==> src/rtl/cp_pkg.sv <==
// Shared constants, FSM state type and CP-length helpers for the RX cyclic-prefix removal block.
// CP_REMOVE_WIN_OFFSET_EN shortens the discarded CP by WIN_OFFSET and adds a TAIL discard.
package cp_pkg;

  localparam int IFFT_SIZE  = 2048;
  localparam int N_SYMB     = 14;
  localparam int NCP1       = 160;
  localparam int NCP2       = 144;
  localparam int WIN_OFFSET = 8;
  localparam int CNT_W      = 12;
  localparam int SYM_W      = 4;

  typedef enum logic [1:0] {IDLE, CP, BODY, TAIL} cp_state_t;

  function automatic logic [CNT_W-1:0] cp_len(input logic [SYM_W-1:0] sym);
    if (sym == '0 || sym == SYM_W'(N_SYMB / 2)) return CNT_W'(NCP1);
    else return CNT_W'(NCP2);
  endfunction

  // Samples actually dropped at the head of a symbol; the window may start inside the CP.
  function automatic logic [CNT_W-1:0] cp_discard(input logic [SYM_W-1:0] sym);
`ifdef CP_REMOVE_WIN_OFFSET_EN
    return cp_len(sym) - CNT_W'(WIN_OFFSET);
`else
    return cp_len(sym);
`endif
  endfunction

endpackage

==> src/rtl/cp_sym_timer.sv <==
// Symbol timing FSM: tracks CP/body position per accepted sample and flags which samples to keep.
// Outputs are combinational for the current input sample; the top registers them.
module cp_sym_timer
  import cp_pkg::*;
(
  input  logic             clk,
  input  logic             rst,
  input  logic             valid_in,
  input  logic             sof_in,
  output logic             keep,
  output logic             sos,
  output logic             eos,
  output logic             sf_done,
  output logic             err_sync,
  output logic [SYM_W-1:0] sym_idx
);

  cp_state_t        state, state_d;
  logic [CNT_W-1:0] cnt, cnt_d;
  logic [SYM_W-1:0] sym, sym_d;
  logic             sof_ok;

  always_ff @(posedge clk or negedge rst) begin
    if (!rst) begin
      state <= IDLE;
      cnt   <= '0;
      sym   <= '0;
    end else if (valid_in) begin
      state <= state_d;
      cnt   <= cnt_d;
      sym   <= sym_d;
    end
  end

  // A sof landing exactly on CP sample 0 of symbol 0 is consistent with current timing.
  assign sof_ok  = (state == CP) && (cnt == '0) && (sym == '0);
  assign sym_idx = sym;

  always_comb begin
    state_d  = state;
    cnt_d    = cnt;
    sym_d    = sym;
    keep     = 1'b0;
    sos      = 1'b0;
    eos      = 1'b0;
    sf_done  = 1'b0;
    err_sync = 1'b0;
    if (sof_in && !sof_ok) begin
      err_sync = (state != IDLE);
      state_d  = CP;
      cnt_d    = CNT_W'(1);
      sym_d    = '0;
    end else begin
      case (state)
        IDLE: ;
        CP: begin
          if (cnt == cp_discard(sym) - CNT_W'(1)) begin
            state_d = BODY;
            cnt_d   = '0;
          end else begin
            cnt_d = cnt + CNT_W'(1);
          end
        end
        BODY: begin
          keep = 1'b1;
          sos  = (cnt == '0);
          if (cnt == CNT_W'(IFFT_SIZE - 1)) begin
            eos   = 1'b1;
            cnt_d = '0;
`ifdef CP_REMOVE_WIN_OFFSET_EN
            state_d = TAIL;
`else
            state_d = CP;
`endif
            if (sym == SYM_W'(N_SYMB - 1)) begin
              sf_done = 1'b1;
              sym_d   = '0;
            end else begin
              sym_d = sym + SYM_W'(1);
            end
          end else begin
            cnt_d = cnt + CNT_W'(1);
          end
        end
`ifdef CP_REMOVE_WIN_OFFSET_EN
        TAIL: begin
          if (cnt == CNT_W'(WIN_OFFSET - 1)) begin
            state_d = CP;
            cnt_d   = '0;
          end else begin
            cnt_d = cnt + CNT_W'(1);
          end
        end
`endif
        default: state_d = IDLE;
      endcase
    end
  end

endmodule

==> src/rtl/cp_removal.sv <==
// RX cyclic-prefix removal: forwards IFFT_SIZE body samples per symbol with framing markers.
// Optional FFT window advance into the CP via CP_REMOVE_WIN_OFFSET_EN.
module cp_removal
  import cp_pkg::*;
#(
  parameter int WIDTH = 26
) (
  input  logic                    clk,
  input  logic                    rst,
  input  logic                    valid_in,
  input  logic                    sof_in,
  input  logic signed [WIDTH-1:0] data_in_r,
  input  logic signed [WIDTH-1:0] data_in_i,
  output logic                    valid_out,
  output logic signed [WIDTH-1:0] data_out_r,
  output logic signed [WIDTH-1:0] data_out_i,
  output logic [SYM_W-1:0]        sym_idx,
  output logic                    sos_out,
  output logic                    eos_out,
  output logic                    sf_done,
  output logic                    err_sync
);

  logic             keep_p0, sos_p0, eos_p0, sf_done_p0, err_p0;
  logic [SYM_W-1:0] sym_p0;

  cp_sym_timer u_timer (
    .clk      (clk),
    .rst      (rst),
    .valid_in (valid_in),
    .sof_in   (sof_in),
    .keep     (keep_p0),
    .sos      (sos_p0),
    .eos      (eos_p0),
    .sf_done  (sf_done_p0),
    .err_sync (err_p0),
    .sym_idx  (sym_p0)
  );

  // p0 -> output register; data and sym_idx hold while nothing is forwarded
  always_ff @(posedge clk or negedge rst) begin
    if (!rst) begin
      valid_out  <= 1'b0;
      sos_out    <= 1'b0;
      eos_out    <= 1'b0;
      sf_done    <= 1'b0;
      err_sync   <= 1'b0;
      sym_idx    <= '0;
      data_out_r <= '0;
      data_out_i <= '0;
    end else begin
      valid_out <= valid_in & keep_p0;
      sos_out   <= valid_in & sos_p0;
      eos_out   <= valid_in & eos_p0;
      sf_done   <= valid_in & sf_done_p0;
      err_sync  <= valid_in & err_p0;
      if (valid_in && keep_p0) begin
        sym_idx    <= sym_p0;
        data_out_r <= data_in_r;
        data_out_i <= data_in_i;
      end
    end
  end

endmodule

==> config.mk <==
export PLATFORM = sky130hd
export DESIGN_NAME = cp_removal
export DESIGN_NICKNAME = d
export VERILOG_FILES = /design/src/rtl/cp_pkg.sv /design/src/rtl/cp_sym_timer.sv /design/src/rtl/cp_removal.sv
export SDC_FILE = /design/constraint.sdc
export NUM_CORES = 1
export LEC_CHECK = 0
export CORE_MARGIN = 2
export CORE_UTILIZATION = 42
export CTS_BUF_LIST = sky130_fd_sc_hd__clkbuf_4
export DETAILED_ROUTE_END_ITERATION = 7
export PLACE_DENSITY = 0.8
export SYNTH_ARGS = -nofsm -noshare
export SYNTH_HDL_FRONTEND = slang
export SYNTH_SLANG_ARGS = --single-unit
==> constraint.sdc <==
create_clock -name clk -period 2.6 [get_ports clk]
set_input_delay 0.52 -clock clk [delete_from_list [all_inputs] [get_ports clk]]
set_output_delay 0.52 -clock clk [all_outputs]
set_load 0.03 [all_outputs]
Yosys cells after proc, flatten, opt, wreduce, memory -nomap -nowiden
Index checks and enable logic that the tools add are counted.
- register bits after elaboration: 79
- output and inout bits: 61
- input bits: 56
- logic and storage cells: 71
- equal/unequal tests: 9
- mux-type cells: 27
- reductions and logical operators: 16
- $add $sub $neg: 3
- bitwise operators: 5
- operators with widths (cell ; number):
    2-to-1 mux 12 bit ; 5
    one-hot mux 12 bit (2 select lines) ; 1
    2-to-1 mux 4 bit ; 4
    adder 12 x 1 -> 12 bit, second input constant ; 1
    == test 12 x 11 -> 1 bit, second input constant ; 1
    == test 12 bit ; 1
    logical NOT 12 bit ; 1
    2-to-1 mux 1 bit ; 12
    subtractor 12 x 1 -> 12 bit, second input constant ; 1
    2-to-1 mux 2 bit ; 3
    2-to-1 mux 6 bit ; 1
    one-hot mux 2 bit (3 select lines) ; 1
    nonzero test 2 bit ; 3
    AND 1 bit ; 5
    adder 4 x 1 -> 4 bit, second input constant ; 1
    == test 4 x 3 -> 1 bit, second input constant ; 1
    == test 4 bit, second input constant ; 1
    logical AND 1 bit ; 4
    logical NOT 4 bit ; 1
    AND reduction 4 bit ; 1
    inequality test 3 x 1 -> 1 bit, second input constant ; 1
    inequality test 3 bit, second input constant ; 1
    AND reduction 3 bit ; 1
    nonzero test 3 bit ; 1
    other kinds (7) ; 7

Depth between registers and ports, before layout
Gate-level depths: netlist of run 1.
- word-level depth: 11
- depth in mapped cells: 8
- gate-level depth less buffers: 7

Cells and area by module
From an unflattened synthesis of run 1, not the netlist that was laid out.
- cells, all modules: 268
- area, all modules: 3550.9 sq um
- modules (own cells, without submodules) (module ; instances ; area each (sq um) ; cells an instance):
    cp_removal ; 1 ; 2353.5 ; 129
    cp_sym_timer ; 1 ; 1197.4 ; 139

Worst setup path after synthesis of run 1
No wires, ideal clock.
- kind: register to register
- start: reg u_timer.sym[0], in the netlist u_timer.sym_idx[0]
- end: reg u_timer.cnt[10]
- cell stages (with the launch flop): 9
- setup slack: 0.563 ns
- data required time: 2.478 ns
- data arrival time: 1.916 ns
- setup time: 0.122 ns
- path buffers: 1
- path through: dfrtp_1 -> inv_1 -> ha_1 -> mux2i_1 -> o21a_1 -> or4_4 -> buf_6 -> a31o_1 -> a32o_1
- cells in the longest elaborated chain, start to end: 10
- RTL lines (item ; RTL line ; text):
    start: declaration ; cp_sym_timer.sv:20 ; logic [SYM_W-1:0] sym, sym_d;
    start signal: assignment ; cp_sym_timer.sv:31 ; sym <= sym_d;
    == test 4 x 3 -> 1 bit or logical NOT 4 bit (tied branches) ; cp_pkg.sv:16, cp_sym_timer.sv:36 ;
    logical OR 1 bit ; cp_pkg.sv:16 ; if (sym == '0 || sym == SYM_W'(N_SYMB / 2)) return CNT_W'(NCP1);
    2-to-1 mux 6 bit ; cp_pkg.sv:16 ;
    2-to-1 mux 12 bit ; cp_sym_timer.sv:54 ; case (state)
    2-to-1 mux 12 bit ; cp_sym_timer.sv:48 ; if (sof_in && !sof_ok) begin
    subtractor 12 x 1 -> 12 bit ; cp_sym_timer.sv:57 ; if (cnt == cp_discard(sym) - CNT_W'(1)) begin
    == test 12 bit ; cp_sym_timer.sv:57 ;
    2-to-1 mux 12 bit ; cp_sym_timer.sv:57 ;
    one-hot mux 12 bit (2 select lines) ; cp_sym_timer.sv:54 ;
    2-to-1 mux 12 bit ; cp_sym_timer.sv:48 ;
    end signal: assignment ; cp_sym_timer.sv:30 ; cnt <= cnt_d;
    end: declaration ; cp_sym_timer.sv:19 ; logic [CNT_W-1:0] cnt, cnt_d;
Parallel ways exist; a longest one is shown, timed or not. The select of a mux whose other input is x is not followed.
A chain may end at the register's enable or synchronous reset.

Worst setup path in the final report of run 1
- start: reg u_timer.cnt[0]
- end: reg u_timer.sym[3], in the netlist u_timer.sym_idx[3]
- cells in the longest elaborated chain, start to end: 7
- RTL lines (item ; RTL line ; text):
    logical NOT 12 bit ; cp_sym_timer.sv:36 ; assign sof_ok = (state == CP) && (cnt == '0) && (sym == '0);
    logical AND 1 bit (2 in a row) ; cp_sym_timer.sv:36 ;
    logical NOT 1 bit ; cp_sym_timer.sv:48 ;
    logical AND 1 bit ; cp_sym_timer.sv:48 ;
    nonzero test 2 bit (no source line) ; n/a ;
    AND reduction 3 bit (no source line) ; n/a ;
Parallel ways exist; a longest one is shown, timed or not.

==> results of run 1 <==
kinds of logic (layout without fill, tap and decap cells):
| family | Yosys count | after routing |
|---|---|---|
| AO/OA/AOI/OAI | 37 | 37 |
| AND/OR/NAND/NOR | 74 | 74 |
| XOR/XNOR | 1 | 1 |
| adder cells (fa/ha/maj) | 5 | 5 |
| buffers and inverters | 20 | 144 |
| flip-flops | 79 | 79 |
| multiplexers | 58 | 58 |
path summary, 6_finish.rpt:
path	startpoint	to	slack (ns)	depth (start not counted)
worst max-delay path	u_timer.cnt[0]$_DFFE_PN0P_	u_timer.sym_idx[3]$_DFFE_PN0P_	0.38	5
worst min-delay path	data_out_i[8]$_DFFE_PN0P_	data_out_i[8]$_DFFE_PN0P_	0.52	1
max in group asynchronous	rst	err_sync$_DFF_PN0_	1.46	3
worst min register to register	data_out_i[8]$_DFFE_PN0P_	data_out_i[8]$_DFFE_PN0P_	0.52	1
min in group asynchronous	rst	data_out_i[11]$_DFFE_PN0P_	0.55	2
worst max register to register	u_timer.cnt[0]$_DFFE_PN0P_	u_timer.sym_idx[3]$_DFFE_PN0P_	0.38	5
flip-flops by register name, summed over array words and instances (netlist names):
register / count
eos_out: 1
err_sync: 1
u_timer.state: 2
u_timer.sym_idx: 4
sf_done: 1
u_timer.cnt: 12
data_out_i: 26
valid_out: 1
sos_out: 1
data_out_r: 26
sym_idx: 4
critical path, stage by stage, from the launching register on:
cell	delay [ns]
dfrtp_1	0.42
ha_1	0.23
nand4_1	0.25
nor4_2	0.66
o21ai_1	0.30
a32o_1	0.27
cells in the final DEF, fill, tap and decap left out, drive strengths merged, types with 3 or more instances in the layout:
master	n
nand2	19
inv	9
o211ai	4
o2bb2ai	4
nor2b	3
buf	5
nand4b	3
dfrtp	79
o21a	3
o21ai	12
nor2	11
nand2b	3
nor3	4
mux2	56
clkdlybuf4s50	115
nand4	4
a21oi	3
clkbuf	10
ha	5
nor4	4
nand3	12
power by group through the flow:
| stage | registers [W] | clock network, W | logic (W) |
|---|---|---|---|
| floorplan | 0.00144 | 0 | 0.000199 |
| global placement | 0.00139 | 0 | 0.000472 |
| detailed placement | 0.00140 | 0 | 0.000484 |
| CTS | 0.00138 | 0.000839 | 0.000487 |
| global route | 0.00139 | 0.000894 | 0.000526 |
| finish | 0.00138 | 0.000810 | 0.000483 |
per-stage QoR:
step,instances,util [%],power [W]
after detailed placement,487,58.61,0.001883
after global placement,487,58.61,0.001867
after global routing,503,60.67,0.002809
final,503,60.67,0.002669
after CTS,503,60.67,0.002702
after floorplan,274,-,0.001638
layout make-up:
class,instances,area [µm²],share of cell area [%]
tap,105,131.4,2.676
sequential,79,1977,40.27
timing repair buffer,121,1224,24.92
inverter,8,30.03,0.6116
clock buffer,10,75.07,1.529
clock inverter,5,81.33,1.656
multi-input combinational,175,1391,28.34
timing repair:
item | CTS | global route
hold buffers | 1 | 0
setup endpoints to repair | 0 | 0
buffers inserted | 0 | 0
hold endpoints to repair | 23 | 0
metal layers:
metal	wire length, µm	share of wire [%]	up-vias	global-route usage, %
met3	556	7.2	7	3.591
met2	3709	48	98	27.90
met1	3351	44	1293	22.97
li1	-	-	1239	-
met4	64	0.83	0	6.159
met5	0	0	-	0
==> results_dict.tcl, run 1 <==
set metrics [dict create \
    status "completed" \
    slew_viol_final 0 \
    final_area_um2 4910 \
    fp.dieArea_um2 8963 \
    synth_compound_area_share_pct 7.246 \
    intPower_w 0.001935 \
    synth_top_area_share_pct 57.25 \
    yosys_warnings 0 \
    firstDrtPassIters 4 \
    fillers 690 \
    initial_core_util_pct 42.67 \
    yosysSeqAreaShare_pct 57.25 \
    drc 0 \
    crit_fanout 7 \
    layout_min_cycle_time_ns 2.219 \
    switching_share_pct 27.49 \
    path_clk_slew_ns 0.11 \
    synth_adder_area_share_pct 1.812 \
    nNetsFinal 455 \
    grt_max_degree 59 \
    postSynthAreaPerCell_um2 12.60 \
    die_width_um 94.68 \
    chipHeight_um 94.68 \
    yosysUniqueCellTypes 43 \
    grt_overflow 0 \
    synth_top_family_by_area "multiplexers" \
    rsz0062_at_grt "false" \
    clock-root-buffer "clkbuf_4" \
    seqPwrFrac_pct 51.6 \
    netSwitchingPower_w 0.0007336 \
    synthSimpleGateAreaFrac_pct 11.99 \
    setup_tns_ns 0 \
    grt_pass1_vias 2600 \
    dp_hpwl_mm 5.575 \
    routabilityCongestion 0.8569 \
    cts-buffers-inserted 9 \
    p_leak_nw 2.156 \
    diodes 0 \
    ys_ff_latch 79 \
    critPathKind "register to register" \
    endpoint_kind "register" \
    cts_resized 0 \
    finalClockSkew_ns 0.01082 \
    clock_latency_ns 0.41 \
    grt_pass1_wl_mm 12.10 \
    vias 2637 \
    tritoncts "yes" \
    io_pins 117 \
    antenna_found_initial 0 \
    power.density_nw_per_um2 543.6 \
    hp-class "register to register" \
    portBuffers 116 \
    synth_cells 274 \
    rows 33 \
    layout-drive-gt1-share_pct 20.60 \
    pwr-share-comb_pct 18.1 \
    period_share_pct 85.34 \
    drt_iter0_drc 93 \
    synth_area_leader_cell "dfrtp_1" \
    syn_nets 335 \
    synthTopCellsByCount "79 x dfrtp_1, 56 x mux2_2, 19 x nand2_1, 12 x nand3_1, 11 x nor2_1" \
    p_clk_share_pct 30.3 \
    cts.path.max_buffers 2 \
    synth-edff-count 0 \
    routed_via_density 5.243 \
    synthMuxAreaShare_pct 18.84 \
    cts.sinks 79 \
    antenna_left 0 \
    irDropWorstVdd_v 0.0003818 \
    postPlaceCellArea_um2 4743 \
    setup_viol 0 \
    synthFlopType "dfrtp_1" \
    wl_per_cell_um 15.27 \
    netlist_area_um2 3453 \
    layout_setup_ws_ns 0.3812 \
    worst_slew_pin_slew_ns 0.9972 \
    htreeDepth 3 \
    fmax_ghz 0.4507 \
    async_reset_ff_share_pct 100.0 \
    syn2layout_area_growth_pct 42.17 \
    grt_usage_pct 17.22 \
    synth_most_common_cell "dfrtp_1" \
    worstSetupStartpointType "register" \
    crit_required_ns 2.90 \
    synthTopCellsByArea "dfrtp_1 57%, mux2_2 18%, nand2_1 2.1%" \
    final-hold-violation-count 0 \
    synth_xor_area_share_pct 0.2536 \
    place_ws_ns 0.2527 \
    wl_mm 7.680 \
    coreArea_um2 8093 \
    drv_cap 0 \
    crit_arrival_ns 2.52 \
    whs_ns 0.5188 \
    relSlewSlack_pct 33.07 \
]
No activity file was read; power rests on OpenSTA's default activity.
==> inputs of run 2 (changes only) <==
- CORE_MARGIN: 2 -> 1
- clock period: 2.6 -> 2.05 ns (I/O delays scaled with it)
==> results_dict.tcl, run 2 (synthesis gave the netlist of run 1 again) <==
set metrics [dict create \
    status "finished with violations" \
    violations "negative setup slack" \
    seqPwrFrac_pct 48.3 \
    r2r_end "u_timer.cnt[3]$_DFFE_PN0P_" \
    pwr-share-comb_pct 24.9 \
    wl_met3_um 617 \
    wl_per_cell_um 16.01 \
    top_regs "data_out_i: 26 flops, data_out_r: 26 flops, u_timer.cnt: 12 flops" \
    fp.dieArea_um2 8589 \
    io_pins 117 \
    reg2reg_depth 7 \
    portBuffers 116 \
    drv_cap 0 \
    chipHeight_um 92.68 \
    hp-class "input port to asynchronous set/reset pin" \
    fillers 580 \
    layout_min_cycle_time_ns 2.118 \
    crit_fanout 5 \
    clock_latency_ns 0.43 \
    worstSetupStartpointType "register" \
    final_cell_mix "115 x clkdlybuf4s50_1, 79 x dfrtp_1, 56 x mux2_2" \
    relSlewSlack_pct 70.15 \
    routabilityCongestion 0.8878 \
    met2_length_mm 4.269 \
    syn2layout_area_growth_pct 52.83 \
    rows 32 \
    slew_viol_final 0 \
    grt_pass1_wl_mm 13.20 \
    wl_mm 8.613 \
    multi_input_area_um2 1480 \
    p_leak_nw 2.351 \
    nNetsFinal 492 \
    cts.sinks 79 \
    place_ws_ns 0.00007438 \
    wl_met1_mm 3.588 \
    crit_arrival_ns 2.46 \
    fmax_ghz 0.4722 \
    p_clk_share_pct 26.8 \
    drt_iter0_drc 170 \
    stdcell_count 538 \
    final-hold-violation-count 0 \
    ff_latch_area_um2 1977 \
    die_width_um 92.68 \
    highest_layer "met4" \
    period_share_pct 103.3 \
    power_w 0.003610 \
    r2r_slack_ns -0.07 \
    antenna_found_initial 0 \
    finalClockSkew_ns 0.02194 \
    grt_usage_pct 19.94 \
    coreArea_um2 7848 \
    dp.cells 509 \
    dp_hpwl_mm 5.880 \
    grt_pass1_vias 2752 \
    timing.rr.start "u_timer.cnt[0]$_DFFE_PN0P_" \
    cts.path.max_buffers 2 \
    crit_required_ns 2.40 \
    layout_setup_ws_ns -0.06788 \
    setup_viol 4 \
    rsz0062_at_grt "true" \
    diodes 0 \
    clock-root-buffer "clkbuf_4" \
    worst_slew_pin_slew_ns 0.4477 \
    initial_core_util_pct 44.01 \
    grt_overflow 0 \
    final_common_cell "clkdlybuf4s50_1" \
    endpoint_kind "register" \
    grt_max_degree 59 \
    firstDrtPassIters 4 \
    intPower_w 0.002518 \
    irDropWorstVdd_v 0.0003284 \
    critPathKind "register to register" \
    netSwitchingPower_w 0.001092 \
    power.density_nw_per_um2 684.1 \
    switching_share_pct 30.26 \
    drc 0 \
    routed_via_density 5.296 \
    cts-buffers-inserted 9 \
    layout-drive-gt1-share_pct 30.96 \
    path_clk_slew_ns 0.14 \
    htreeDepth 3 \
    antenna_left 0 \
    tritoncts "yes" \
    vias 2849 \
]
## run 2: worst max-delay path: stages (launching register included)
cell and delay (ns):
dfrtp_1 0.45, inv_2 0.11, ha_4 0.14, nor4b_4 0.20
nand4b_1 0.26, o21a_1 0.28, or4_1 0.50, o211ai_1 0.10
## run 2: worst max path at each step
stage / depth (start not counted) / slack [ns] / end / start
5_1_grt: 7 / -0.15 / u_timer.cnt[5]$_DFFE_PN0P_ / u_timer.sym_idx[2]$_DFFE_PN0P_
3_3_place_gp: 7 / 0.06 / u_timer.cnt[10]$_DFFE_PN0P_ / u_timer.sym_idx[0]$_DFFE_PN0P_
4_1_cts: 7 / 0.02 / u_timer.cnt[10]$_DFFE_PN0P_ / u_timer.sym_idx[0]$_DFFE_PN0P_
6_report: 7 / -0.07 / u_timer.cnt[3]$_DFFE_PN0P_ / u_timer.cnt[0]$_DFFE_PN0P_
3_5_place_dp: 7 / 0.00007 / u_timer.cnt[10]$_DFFE_PN0P_ / u_timer.sym_idx[0]$_DFFE_PN0P_
2_1_floorplan: 8 / 0.01 / u_timer.cnt[10]$_DFFE_PN0P_ / u_timer.sym_idx[0]$_DFFE_PN0P_
## run 2: power by group through the flow
stage / combinational (W) / sequential [W] / clock [W]
6_report: 0.000900 / 0.00174 / 0.000966
5_1_grt: 0.000963 / 0.00175 / 0.00107
4_1_cts: 0.000782 / 0.00173 / 0.000993
3_5_place_dp: 0.000725 / 0.00175 / 0
3_3_place_gp: 0.000706 / 0.00175 / 0
2_1_floorplan: 0.000253 / 0.00183 / 0
## run 2: layout make-up
type / instances / share of cell area (%)
flip-flops and latches: 79 / 37.46
well taps: 102 / 2.418
multi-input cells: 175 / 28.05
clock inverters: 7 / 1.470
repair buffers: 158 / 28.76
inverters: 8 / 0.5690
clock buffers: 9 / 1.280
## run 2: repair_timing
action	CTS	global route
hold buffers	1	0
gates resized for setup	2	20
buffers inserted	5	7
hold endpoints to repair	31	0
endpoints found under the setup margin	3	14
pin swaps	2	9
## run 2: stage by stage
stage | cell area, µm² | TNS, ns | hold WS [ns] | utilization [%]
after floorplan | 3453 | 0 | 0.1144 | -
after global placement | 4927 | 0 | 0.3908 | 62.79
after detailed placement | 4927 | 0 | 0.3878 | 62.79
after CTS | 5131 | 0 | 0.4496 | 65.39
after global routing | 5278 | -1.174 | 0.4535 | 67.25
final | 5278 | -0.1275 | 0.4640 | 67.25
## run 2: routing by layer
layer	up-vias	GRT usage, %
met5	-	0
met4	0	8.205
met3	16	4.762
met2	132	32.90
met1	1392	25.23
li1	1309	-
